===== src/rtl/acc8_ctrl.sv =====
`default_nettype none
// +------------------------------------------------------------------------+
// | Module      : acc8_ctrl (with helper adder cla8)                       |
// | Description : Length-framed 8-bit accumulator. A run is opened by      |
// |               start/len in IDLE, accepts exactly len operands over a   |
// |               valid/ready handshake, sums them through a carry-        |
// |               lookahead adder and closes with a one-cycle done pulse.  |
// | Revision    : 1.0 - initial release                                    |
// +------------------------------------------------------------------------+
// | Ports (acc8_ctrl)                                                      |
// |   clk       in   1      rising-edge clock                              |
// |   reset     in   1      asynchronous active-high reset                 |
// |   start     in   1      begin a run (looked at in IDLE only)           |
// |   len       in   LEN_W  operand count, captured with start            |
// |   in_valid  in   1      operand present on in_data                     |
// |   in_data   in   8      unsigned operand                               |
// |   in_ready  out  1      operand accepted when in_valid is also high    |
// |   acc       out  8      registered running sum                         |
// |   carry     out  1      sticky carry-out of any add in this run        |
// |   busy      out  1      run in progress (ACCUM or DONE)                |
// |   done      out  1      single-cycle run-complete pulse                |
// +------------------------------------------------------------------------+
// | Build option                                                           |
// |   ACC_SAT_EN : when defined, an add that carries out saturates acc     |
// |                to 8'hFF instead of wrapping modulo 256.                |
// +------------------------------------------------------------------------+

// 8-bit carry-lookahead adder built from two 4-bit lookahead groups joined
// by a second lookahead level, so no carry ripples between bit positions.
module cla8 (
  input  logic [7:0] a,
  input  logic [7:0] b,
  input  logic       ci,
  output logic [7:0] s,
  output logic       co
);

  logic [7:0] w_g;      // bit generate
  logic [7:0] w_p;      // bit propagate
  logic [7:0] w_c;      // carry into each bit
  logic [1:0] w_grp_g;  // group generate
  logic [1:0] w_grp_p;  // group propagate
  logic       w_c4;     // carry into the upper group

  assign w_g = a & b;
  assign w_p = a ^ b;

  // Second-level lookahead: carries into each group come straight from ci
  // and the group terms, never from another group's internal carries.
  assign w_c4 = w_grp_g[0] | (w_grp_p[0] & ci);
  assign co   = w_grp_g[1]
              | (w_grp_p[1] & w_grp_g[0])
              | (w_grp_p[1] & w_grp_p[0] & ci);

  generate
    for (genvar k = 0; k < 2; k++) begin : g_grp
      localparam int B = 4 * k;
      logic w_cin;

      if (k == 0) begin : g_cin_lo
        assign w_cin = ci;
      end else begin : g_cin_hi
        assign w_cin = w_c4;
      end

      assign w_c[B]   = w_cin;
      assign w_c[B+1] = w_g[B]
                      | (w_p[B] & w_cin);
      assign w_c[B+2] = w_g[B+1]
                      | (w_p[B+1] & w_g[B])
                      | (w_p[B+1] & w_p[B] & w_cin);
      assign w_c[B+3] = w_g[B+2]
                      | (w_p[B+2] & w_g[B+1])
                      | (w_p[B+2] & w_p[B+1] & w_g[B])
                      | (w_p[B+2] & w_p[B+1] & w_p[B] & w_cin);

      assign w_grp_g[k] = w_g[B+3]
                        | (w_p[B+3] & w_g[B+2])
                        | (w_p[B+3] & w_p[B+2] & w_g[B+1])
                        | (w_p[B+3] & w_p[B+2] & w_p[B+1] & w_g[B]);
      assign w_grp_p[k] = &w_p[B+3:B];
    end
  endgenerate

  assign s = w_p ^ w_c;

endmodule

module acc8_ctrl #(
  parameter int LEN_W = 4
) (
  input  logic             clk,
  input  logic             reset,
  input  logic             start,
  input  logic [LEN_W-1:0] len,
  input  logic             in_valid,
  input  logic [7:0]       in_data,
  output logic             in_ready,
  output logic [7:0]       acc,
  output logic             carry,
  output logic             busy,
  output logic             done
);

  typedef enum logic [1:0] {
    S_IDLE  = 2'd0,
    S_ACCUM = 2'd1,
    S_DONE  = 2'd2
  } state_t;

  state_t           state_q, state_d;
  logic [7:0]       acc_q,   acc_d;
  logic             carry_q, carry_d;
  logic [LEN_W-1:0] cnt_q,   cnt_d;

  logic [7:0]       w_sum_s;
  logic             w_sum_co;

  // The adder always sees the current sum; its result is only committed
  // on a transfer, so outside ACCUM it simply idles.
  cla8 u_cla8 (
    .a  (acc_q),
    .b  (in_data),
    .ci (1'b0),
    .s  (w_sum_s),
    .co (w_sum_co)
  );

  always_ff @(posedge clk or posedge reset) begin
    if (reset) begin
      state_q <= S_IDLE;
      acc_q   <= 8'h00;
      carry_q <= 1'b0;
      cnt_q   <= '0;
    end else begin
      state_q <= state_d;
      acc_q   <= acc_d;
      carry_q <= carry_d;
      cnt_q   <= cnt_d;
    end
  end

  always_comb begin
    state_d  = state_q;
    acc_d    = acc_q;
    carry_d  = carry_q;
    cnt_d    = cnt_q;
    in_ready = 1'b0;
    busy     = 1'b0;
    done     = 1'b0;

    case (state_q)
      S_IDLE: begin
        if (start) begin
          acc_d   = 8'h00;
          carry_d = 1'b0;
          cnt_d   = len;
          // An empty run skips ACCUM entirely and never raises in_ready.
          state_d = (len == '0) ? S_DONE : S_ACCUM;
        end
      end

      S_ACCUM: begin
        in_ready = 1'b1;
        busy     = 1'b1;
        if (in_valid) begin
`ifdef ACC_SAT_EN
          // Once pinned at 8'hFF any further non-zero add carries out
          // again, so the sum stays saturated for the rest of the run.
          acc_d = w_sum_co ? 8'hFF : w_sum_s;
`else
          acc_d = w_sum_s;
`endif
          carry_d = carry_q | w_sum_co;
          cnt_d   = cnt_q - LEN_W'(1);
          // Leaving on the last operand means the counter stops at zero
          // and never wraps.
          if (cnt_q == LEN_W'(1)) begin
            state_d = S_DONE;
          end
        end
      end

      S_DONE: begin
        busy    = 1'b1;
        done    = 1'b1;
        state_d = S_IDLE;
      end

      default: begin
        state_d = S_IDLE;
      end
    endcase
  end

  assign acc   = acc_q;
  assign carry = carry_q;

endmodule
`default_nettype wire


===== config.mk =====
export PLATFORM = sky130hd
export DESIGN_NAME = acc8_ctrl
export DESIGN_NICKNAME = d
export VERILOG_FILES = /design/src/rtl/acc8_ctrl.sv
export SDC_FILE = /design/constraint.sdc
export NUM_CORES = 1
export LEC_CHECK = 0
export ABC_AREA = 1
export BUFFER_PORTS_ARGS = -buffer_cell sky130_fd_sc_hd__buf_2
export CORE_AREA = 2 2 62 64
export DETAILED_ROUTE_END_ITERATION = 16
export DIE_AREA = 0 0 64 66
export PLACE_DENSITY_LB_ADDON = 0.2
export SYNTH_ARGS = -nofsm -noshare
export SYNTH_HDL_FRONTEND = slang
export SYNTH_HIERARCHICAL = 1
export SYNTH_SLANG_ARGS = --single-unit

===== constraint.sdc =====
create_clock -name clk -period 1.7 [get_ports clk]
set_input_delay 0 -clock clk [delete_from_list [all_inputs] [get_ports clk]]
set_output_delay 0 -clock clk [all_outputs]
set_load 0.005 [all_outputs]

# Yosys cells after proc, flatten, opt, wreduce, memory -nomap -nowiden
# Index checks and enable logic that the tools add are counted.
op_classes:
  addsub: 1
  eq_ne: 6
  mux: 17
  bitwise_logic: 44
  n_reduce_logical: 7
op_table:
  columns: ["cell", "count"]
  rows:
  - ["bitwise AND 1 bit", 24]
  - ["bitwise OR 1 bit", 17]
  - ["two-way mux 8 bit", 2]
  - ["case mux 8 bit (2 select lines)", 1]
  - ["XOR 8 bit", 2]
  - ["bitwise AND 8 bit", 1]
  - ["two-way mux 2 bit", 4]
  - ["two-way mux 4 bit", 2]
  - ["case mux 4 bit (2 select lines)", 1]
  - ["inequality test 2 bit (second input constant)", 3]
  - ["AND reduction 3 bit", 2]
  - ["two-way mux 1 bit", 5]
  - ["equality test 4 x 1 -> 1 bit (second input constant)", 1]
  - ["zero test 4 bit", 1]
  - ["case mux 2 bit (2 select lines)", 1]
  - ["AND reduction 4 bit", 1]
  - ["subtractor 4 x 1 -> 4 bit (second input constant)", 1]
  - ["equality test 2 x 1 -> 1 bit (second input constant)", 1]
  - ["equality test 2 bit (second input constant)", 1]
  - ["zero test 2 bit", 1]
  - ["case mux 1 bit (2 select lines)", 1]
  - ["nonzero test 2 bit", 1]
  - ["OR reduction 2 bit", 1]
word_totals:
  ff_bits: 15
  inputBits: 16
  output_inout_bits: 12
  word_cells: 79

# Depth between registers and ports, before layout
# Gate-level depths: netlist of run 1.
depth:
  ltp_word: 10
  mapped_depth: 11
  mapped_depth_nobuf: 11

# Cells and area by module
# The synthesis of run 1 kept the hierarchy.
by_module_without_submodules:
  columns: ["module", "n_inst", "cells_each", "area_per_inst_um2", "seq_area_each_um2"]
  rows:
  - ["acc8_ctrl", 1, 104, 832.0, 375.4]
  - ["cla8", 1, 52, 345.3, 0.0]

# Worst setup path after synthesis of run 1
# Ideal clock, no wire load.
synth_timing:
  kind: "register to register"
  startpoint: "register acc_q[2] (netlist: acc[2])"
  endpoint: "register acc_q[5] (netlist: acc[5])"
  setup_ns: 0.117
  arrival_ns: 1.619
  required_ns: 1.583
  path_slack_ns: -0.036
  path_stages_with_launch: 10
  n_path_buf: 0
  period_less_slack_ns: 1.736
  cell_sequence: "dfrtp_1 > ha_1 > nand2_1 > clkinv_1 > nand3_2 > nand2_2 > fa_1 > xor2_1 > nand3_1 > nand2_1"
synth_between:
  elab_chain_cells: 10
  elab_cells_between_ends: 15
  classes_between: "mux: 2; bitwise: 13"
synth_lines:
  columns: ["element", "line_no", "rtl"]
  rows:
  - ["from (decl)", "112", "logic [7:0] acc_q, acc_d;"]
  - ["from (signal assigned)", "132", "acc_q <= 8'h00;"]
  - ["from (signal assigned)", "137", "acc_q <= acc_d;"]
  - ["bitwise AND 8 bit or XOR 8 bit (tied branches)", "45, 46", null]
  - ["bitwise AND 1 bit, on equally long branches", "78, 79, 80", null]
  - ["bitwise OR 1 bit, or another cell as far along", "78", "| (w_p[B+3] & w_g[B+2])"]
  - ["bitwise OR 1 bit or bitwise AND 1 bit (tied branches)", "79, 80", null]
  - ["bitwise OR 1 bit (*)", "80", "| (w_p[B+3] & w_p[B+2] & w_p[B+1] & w_g[B]);"]
  - ["bitwise AND 1 bit (*)", "68", "| (w_p[B] & w_cin);"]
  - ["bitwise OR 1 bit (*)", "68", null]
  - ["XOR 8 bit (*)", "85", "assign s = w_p ^ w_c;"]
  - ["net w_sum_s[5]", "116", "logic [7:0] w_sum_s;"]
  - ["two-way mux 8 bit (*)", "166", "if (in_valid) begin"]
  - ["case mux 8 bit (2 select lines) (*)", "152", "case (state_q)"]
# The timed path passes the listed nets; every way through them passes the cells marked *. The select of a mux whose other input is x is not followed.
# A chain may end at the register's enable or synchronous reset.

# Worst setup path after layout of run 1
layout_timing:
  startpoint: "register acc_q[3] (netlist: acc[3])"
  endpoint: "register acc_q[4] (netlist: acc[4])"
layout_between:
  elab_chain_cells: 8
  elab_cells_between_ends: 13
  classes_between: "mux: 2; bitwise: 11"
layout_lines:
  columns: ["element", "line_no", "rtl"]
  rows:
  - ["XOR 8 bit", "46", "assign w_p = a ^ b;"]
  - ["bitwise AND 1 bit, on equally long branches", "78, 79, 80", null]
  - ["bitwise OR 1 bit, or another cell as far along", "78", null]
  - ["bitwise OR 1 bit or bitwise AND 1 bit (tied branches)", "79, 80", null]
  - ["bitwise OR 1 bit (*)", "80", null]
  - ["XOR 8 bit (*)", "85", null]
  - ["net w_sum_s[4]", "116", null]
  - ["two-way mux 8 bit (*)", "166", null]
  - ["case mux 8 bit (2 select lines) (*)", "152", null]
# Marks and branches as above.

==> results.py, run 1 <==
metrics = {
    "setup_path": {
        "start_kind": "register",
        "endpoint": "acc[4]$_DFFE_PP0P_",
        "crit_path_start": "acc[3]$_DFFE_PP0P_",
        "cp_max_fo": 3,
        "critPathKind": "reg -> reg",
        "crit-reg2reg-launch": "acc[3]$_DFFE_PP0P_",
        "slowest_delay_ns": 0.55,
        "reg2reg_slack_ns": 0.06,
        "crit_path_end_kind": "register",
        "crit_slowest_cell": "fa_2",
        "worstPathCellList": "ha_4, a21oi_1, nand2_2, fa_2, nand3_2, nand2_1",
        "worst-r2r-cell-count": 6,
        "r2r_end": "acc[4]$_DFFE_PP0P_",
        "arrival_ns": 1.87,
        "worstPathRequired_ns": 1.94,
    },
    "grt": {
        "grt.met2_usage": 0.2083,
        "top_usage_layer": "met2",
        "met1_usage": 0.1635,
        "grt_max_degree": 16,
        "antenna_found_initial": 0,
        "grt_pass1_vias": 998,
        "use_met3": 0.02385,
        "grt_use_total": 0.1265,
        "grt_first_pass_wirelength_um": 4188,
        "grt_overflow": 0,
    },
    "pwr": {
        "p_sw_frac": 0.4635,
        "leakage_uw": 0.0008847,
        "clkPwrFrac": 0.093,
        "ir_worst_vdd_mv": 0.5857,
        "combPwrFrac": 0.646,
        "p_sw_uw": 1087,
        "p_seq_frac": 0.261,
        "total_power_uw": 2346,
        "p_int_uw": 1259,
        "powerDensity_nw_per_um2": 1526,
    },
    "flow_run": {
        "maxCapViolCount": 0,
    },
    "place": {
        "place_congestion": 0.7081,
        "portBuffers": 27,
        "hpwl_um": 1926,
    },
    "run_status": {
        "status": "completed",
    },
    "cts": {
        "clock_path_buffers": 2,
        "clk_latency_ns": 0.29,
        "cts_buffers": 3,
        "clk_pin_slew_ns": 0.10,
        "cts_sinks": 15,
        "htreeDepth": 1,
        "ctsRootBufferMaster": "clkbuf_4",
        "cts_tree": "yes",
    },
    "synth": {
        "synth_area_per_cell_um2": 7.547,
        "yosys_warnings": 6,
        "syn-cell-area_um2": 1177,
        "synthTopCellsByArea": "dfrtp_1, ha_1, nand2_1",
        "synth_seq_cells": 15,
        "synth_top_area_cell": "dfrtp_1",
        "ys_seq_area_frac": 0.3188,
        "synth_top_cell_area_share": 0.3188,
        "synthCells": 156,
        "yosysUniqueCellTypes": 26,
    },
    "routing": {
        "wl_per_cell_um": 10.30,
        "drt-initial-drc-count": 51,
        "via_per_inst": 4.350,
        "vias": 1070,
        "drt_wl_total_um": 2534,
        "drt_pass1_iterations": 4,
        "drc": 0,
        "antenna_left": 0,
    },
    "hold_path": {
        "hold_class": "in -> reg",
    },
    "die": {
        "num_io_pins": 28,
        "die_area_um2": 4224,
        "die_h_um": 66,
        "coreArea_um2": 3551,
        "initial_core_util": 0.3316,
        "rows": 22,
        "die-width_um": 64,
    },
    "sta": {
        "worstMarginPinSlew_ns": 0.6068,
        "rsz0062_at_grt": "yes",
        "maxSlewViolCount": 0,
        "skew_ns": 0.0007225,
        "holdWs_ns": 0.02321,
        "fmax_mhz": 610.5,
        "finalHoldViolations": 0,
        "setup_viol": 0,
        "fin_crit_ns": 1.638,
        "fin_crit_sh": 0.9636,
        "relSlewSlack": 0.5951,
    },
    "cells_and_area": {
        "final_common_cell": "nand2_1",
        "drive_above_1_share": 0.3283,
        "area_delta_synth_final_pct": 30.61,
        "diodes": 0,
        "final_cell_mix": "nand2_1, buf_2, inv_1, dfrtp_1, nand3_1",
        "final_nets": 230,
    },
}
## power by group through the flow
stage               sequential, uW  combinational, uW  clock (uW)
floorplan                      614               1040           0
global placement               605               1400           0
detailed placement             615               1430           0
CTS                            610               1450         227
global route                   629               1730         245
finish                         612               1520         219
## cells by family (layout without fill, tap and decap cells)
logic type               count (synthesis)  in the layout  share of synthesized area
AND/OR/NAND/NOR                         77             77                     0.3007
flip-flops                              15             15                     0.3188
adder cells (fa/ha/maj)                 15             15                     0.1722
XOR/XNOR                                 4              4                    0.02976
buffers and inverters                   29             70                     0.1063
AO/OA/AOI/OAI                           15             15                    0.06909
other                                    1              2                   0.003185
## worst min-delay path by stage
stage | start | endpoint | slack, ns | depth (start not counted)
after global routing | len[3] | state_q[1]$_DFFE_PP0P_ | 0.04 | 4
after floorplan | reset | acc[0]$_DFFE_PP0P_ | -0.1 | 1
after global placement | reset | acc[5]$_DFFE_PP0P_ | 0.11 | 2
after detailed placement | reset | acc[5]$_DFFE_PP0P_ | 0.11 | 2
after CTS | len[3] | state_q[1]$_DFFE_PP0P_ | 0.03 | 4
final | len[3] | state_q[1]$_DFFE_PP0P_ | 0.02 | 4
## worst max-delay path, delay by kind of cell, from the launching register on
family                   cells  cell delay, ns
AO/OA/AOI/OAI                1            0.17
adder cells (fa/ha/maj)      2            0.78
flip-flops                   1            0.42
AND/OR/NAND/NOR              3            0.22
## repair_timing
item | 4_1_cts | 5_1_grt
hold endpoints to repair | 15 | 0
pin swaps | 0 | 7
hold buffers | 1 | 0
endpoints found under the setup margin | 1 | 3
resized for setup | 2 | 10
buffers inserted | 0 | 4
## stage by stage
step | utilization | setup TNS (ns) | std cells | setup WS [ns] | instance area, um2
2_1_floorplan | - | 0 | 157 | 0.005872 | 1194
6_report | 0.4331 | 0 | 246 | 0.06195 | 1538
5_1_grt | 0.4331 | -0.05267 | 246 | -0.03123 | 1538
4_1_cts | 0.4151 | 0 | 242 | 0.01330 | 1474
3_5_place_dp | 0.4003 | -0.01352 | 237 | -0.01352 | 1421
3_3_place_gp | 0.4003 | 0 | 237 | 0.01994 | 1421
## final cells by class
cell class / count / area (um2)
inverter: 26 / 97.59
clock buffer: 3 / 22.52
tap: 48 / 60.06
sequential: 15 / 375.4
timing repair buffer: 40 / 235.2
fill: 364 / 2013
clock inverter: 1 / 5.005
multi-input combinational: 113 / 742.0
## sequential cells by signal (all words and copies together), names as in the netlist
register and flops:
state_q 2, cnt_q 4, carry 1, acc 8
## cell usage after synthesis (all sizes together)
cell	instances
nand2	48
inv	25
nand3	16
dfrtp	15
ha	13
nor2	9
a21oi	6
o21ai	6
buf	3
or2	3
fa	2
xnor2	2
xor2	2
a21o	1
a22oi	1
a31oi	1
clkinv	1
conb	1
nand4	1
## metal layers
| metal | routed length, um | up-vias |
|---|---|---|
| met3 | 119 | 2 |
| met4 | 20 | 0 |
| li1 | - | 568 |
| met5 | 0 | - |
| met2 | 1161 | 21 |
| met1 | 1233 | 479 |
(Power assumes the default switching activity.)
==> inputs of run 2 (changes only) <==
HOLD_SLACK_MARGIN = 0.1   (was not set)
==> results.py, run 2 (synthesis results as in run 1) <==
metrics = {
    "hold_path": {
        "worstHoldPathCells": 4,
        "hp-start": "in_data[4]",
        "holdPathEnd": "acc[4]$_DFFE_PP0P_",
        "hold_class": "in -> reg",
    },
    "grt": {
        "grt_first_pass_wirelength_um": 4333,
        "antenna_found_initial": 0,
        "grt_use_total": 0.1312,
        "grt_max_degree": 16,
        "grt_overflow": 0,
        "grt_pass1_vias": 1047,
    },
    "setup_path": {
        "cp_max_fo": 3,
        "crit_path_end_kind": "register",
        "worstPathRequired_ns": 1.94,
        "r2r_end": "acc[4]$_DFFE_PP0P_",
        "arrival_ns": 1.87,
        "crit-reg2reg-launch": "acc[3]$_DFFE_PP0P_",
        "reg2reg_slack_ns": 0.06,
        "start_kind": "register",
        "worst-r2r-cell-count": 6,
        "critPathKind": "reg -> reg",
    },
    "sta": {
        "fin_crit_sh": 0.9636,
        "rsz0062_at_grt": "yes",
        "skew_ns": 0.0007924,
        "finalHoldViolations": 0,
        "worstMarginPinSlew_ns": 0.6068,
        "setup_viol": 0,
        "maxSlewViolCount": 0,
        "fin_crit_ns": 1.638,
        "fmax_mhz": 610.5,
        "relSlewSlack": 0.5951,
    },
    "pwr": {
        "leakage_uw": 0.0009111,
        "clkPwrFrac": 0.093,
        "p_int_uw": 1268,
        "ir_worst_vdd_mv": 0.6306,
        "p_seq_frac": 0.259,
        "p_sw_uw": 1091,
        "combPwrFrac": 0.648,
        "p_sw_frac": 0.4626,
        "powerDensity_nw_per_um2": 1477,
    },
    "cells_and_area": {
        "largest_reg_flops": 8,
        "final_util": 0.4500,
        "final_nets": 236,
        "drive_above_1_share": 0.3186,
        "area_delta_synth_final_pct": 35.71,
        "diodes": 0,
        "final_cell_mix": "nand2_1, buf_2, inv_1, dfrtp_1, nand3_1",
        "final_common_cell": "nand2_1",
        "fin_cells": 252,
        "fill_cells": 361,
    },
    "place": {
        "portBuffers": 27,
        "place_congestion": 0.7081,
        "place_inst": 237,
        "hpwl_um": 1926,
    },
    "cts": {
        "ctsRootBufferMaster": "clkbuf_4",
        "cts_buffers": 3,
        "htreeDepth": 1,
        "clock_path_buffers": 2,
        "cts_sinks": 15,
        "clk_latency_ns": 0.29,
        "clk_pin_slew_ns": 0.10,
        "cts_tree": "yes",
    },
    "flow_run": {
        "maxCapViolCount": 0,
    },
    "die": {
        "die_h_um": 66,
        "die_area_um2": 4224,
        "die-width_um": 64,
        "coreArea_um2": 3551,
        "num_io_pins": 28,
        "initial_core_util": 0.3316,
        "rows": 22,
    },
    "routing": {
        "wl_per_cell_um": 10.44,
        "drt-initial-drc-count": 49,
        "drt_wl_total_um": 2632,
        "antenna_left": 0,
        "via_per_inst": 4.337,
        "vias": 1093,
        "drt_pass1_iterations": 4,
        "drc": 0,
    },
    "run_status": {
        "status": "completed",
    },
}
run 2: final cells by class:
| cell class | count | area (um2) | share of cell area |
|---|---|---|---|
| clock inverter | 1 | 5.005 | 0.003132 |
| timing repair buffer | 46 | 295.3 | 0.1848 |
| clock buffer | 3 | 22.52 | 0.01410 |
| inverter | 26 | 97.59 | 0.06108 |
| multi-input combinational | 113 | 742.0 | 0.4644 |
| tap | 48 | 60.06 | 0.03759 |
| sequential | 15 | 375.4 | 0.2349 |
run 2: worst max-delay path by stage:
stage,start,end,slack [ns],depth (start not counted)
global placement,acc[3]$_DFFE_PP0P_,acc[5]$_DFFE_PP0P_,0.02,9
detailed placement,acc[3]$_DFFE_PP0P_,acc[5]$_DFFE_PP0P_,-0.01,9
global route,acc[0]$_DFFE_PP0P_,acc[4]$_DFFE_PP0P_,-0.03,8
CTS,acc[1]$_DFFE_PP0P_,acc[4]$_DFFE_PP0P_,0.01,8
finish,acc[3]$_DFFE_PP0P_,acc[4]$_DFFE_PP0P_,0.06,6
floorplan,acc[1]$_DFFE_PP0P_,acc[5]$_DFFE_PP0P_,0.006,9
run 2: critical path, cell delays in order, from the launching register on:
cell and delay, ns:
dfrtp_1 0.42, ha_4 0.23, a21oi_1 0.17, nand2_2 0.09, fa_2 0.55, nand3_2 0.07
nand2_1 0.06
run 2: per-stage QoR:
stage          power (uW)  hold slack, ns  area (um2)   TNS, ns  setup WS [ns]
3_5_place_dp         2044          0.1119        1421  -0.01352       -0.01352
6_report             2360          0.1649        1598         0        0.06187
4_1_cts              2294          0.1601        1534         0        0.01330
3_3_place_gp         2008          0.1135        1421         0        0.01994
2_1_floorplan        1654        -0.09852        1194         0       0.005872
5_1_grt              2617          0.1844        1598  -0.05267       -0.03123
run 2: metal layers:
| layer | GRT usage | wire length, um | share of wire | vias to the layer above |
|---|---|---|---|---|
| li1 | - | - | - | 580 |
| met1 | 0.1635 | 1244 | 0.47 | 490 |
| met2 | 0.2266 | 1252 | 0.48 | 21 |
| met3 | 0.02215 | 114 | 0.043 | 2 |
| met4 | 0.04891 | 20 | 0.0076 | 0 |
| met5 | 0 | 0 | 0 | - |
run 2: repair_timing:
item	in CTS	in global routing
hold buffers	7	0
endpoints found under the hold margin	20	0
setup buffers	0	4
setup endpoints to repair	1	3
pin swaps	0	7
resized for setup	2	10
run 2: power by group through the flow:
| stage | clock network [uW] | logic [uW] | registers, uW |
|---|---|---|---|
| after floorplan | 0 | 1040 | 614 |
| after global placement | 0 | 1400 | 605 |
| after detailed placement | 0 | 1430 | 615 |
| after CTS | 227 | 1460 | 610 |
| after global routing | 245 | 1740 | 629 |
| final | 219 | 1530 | 612 |
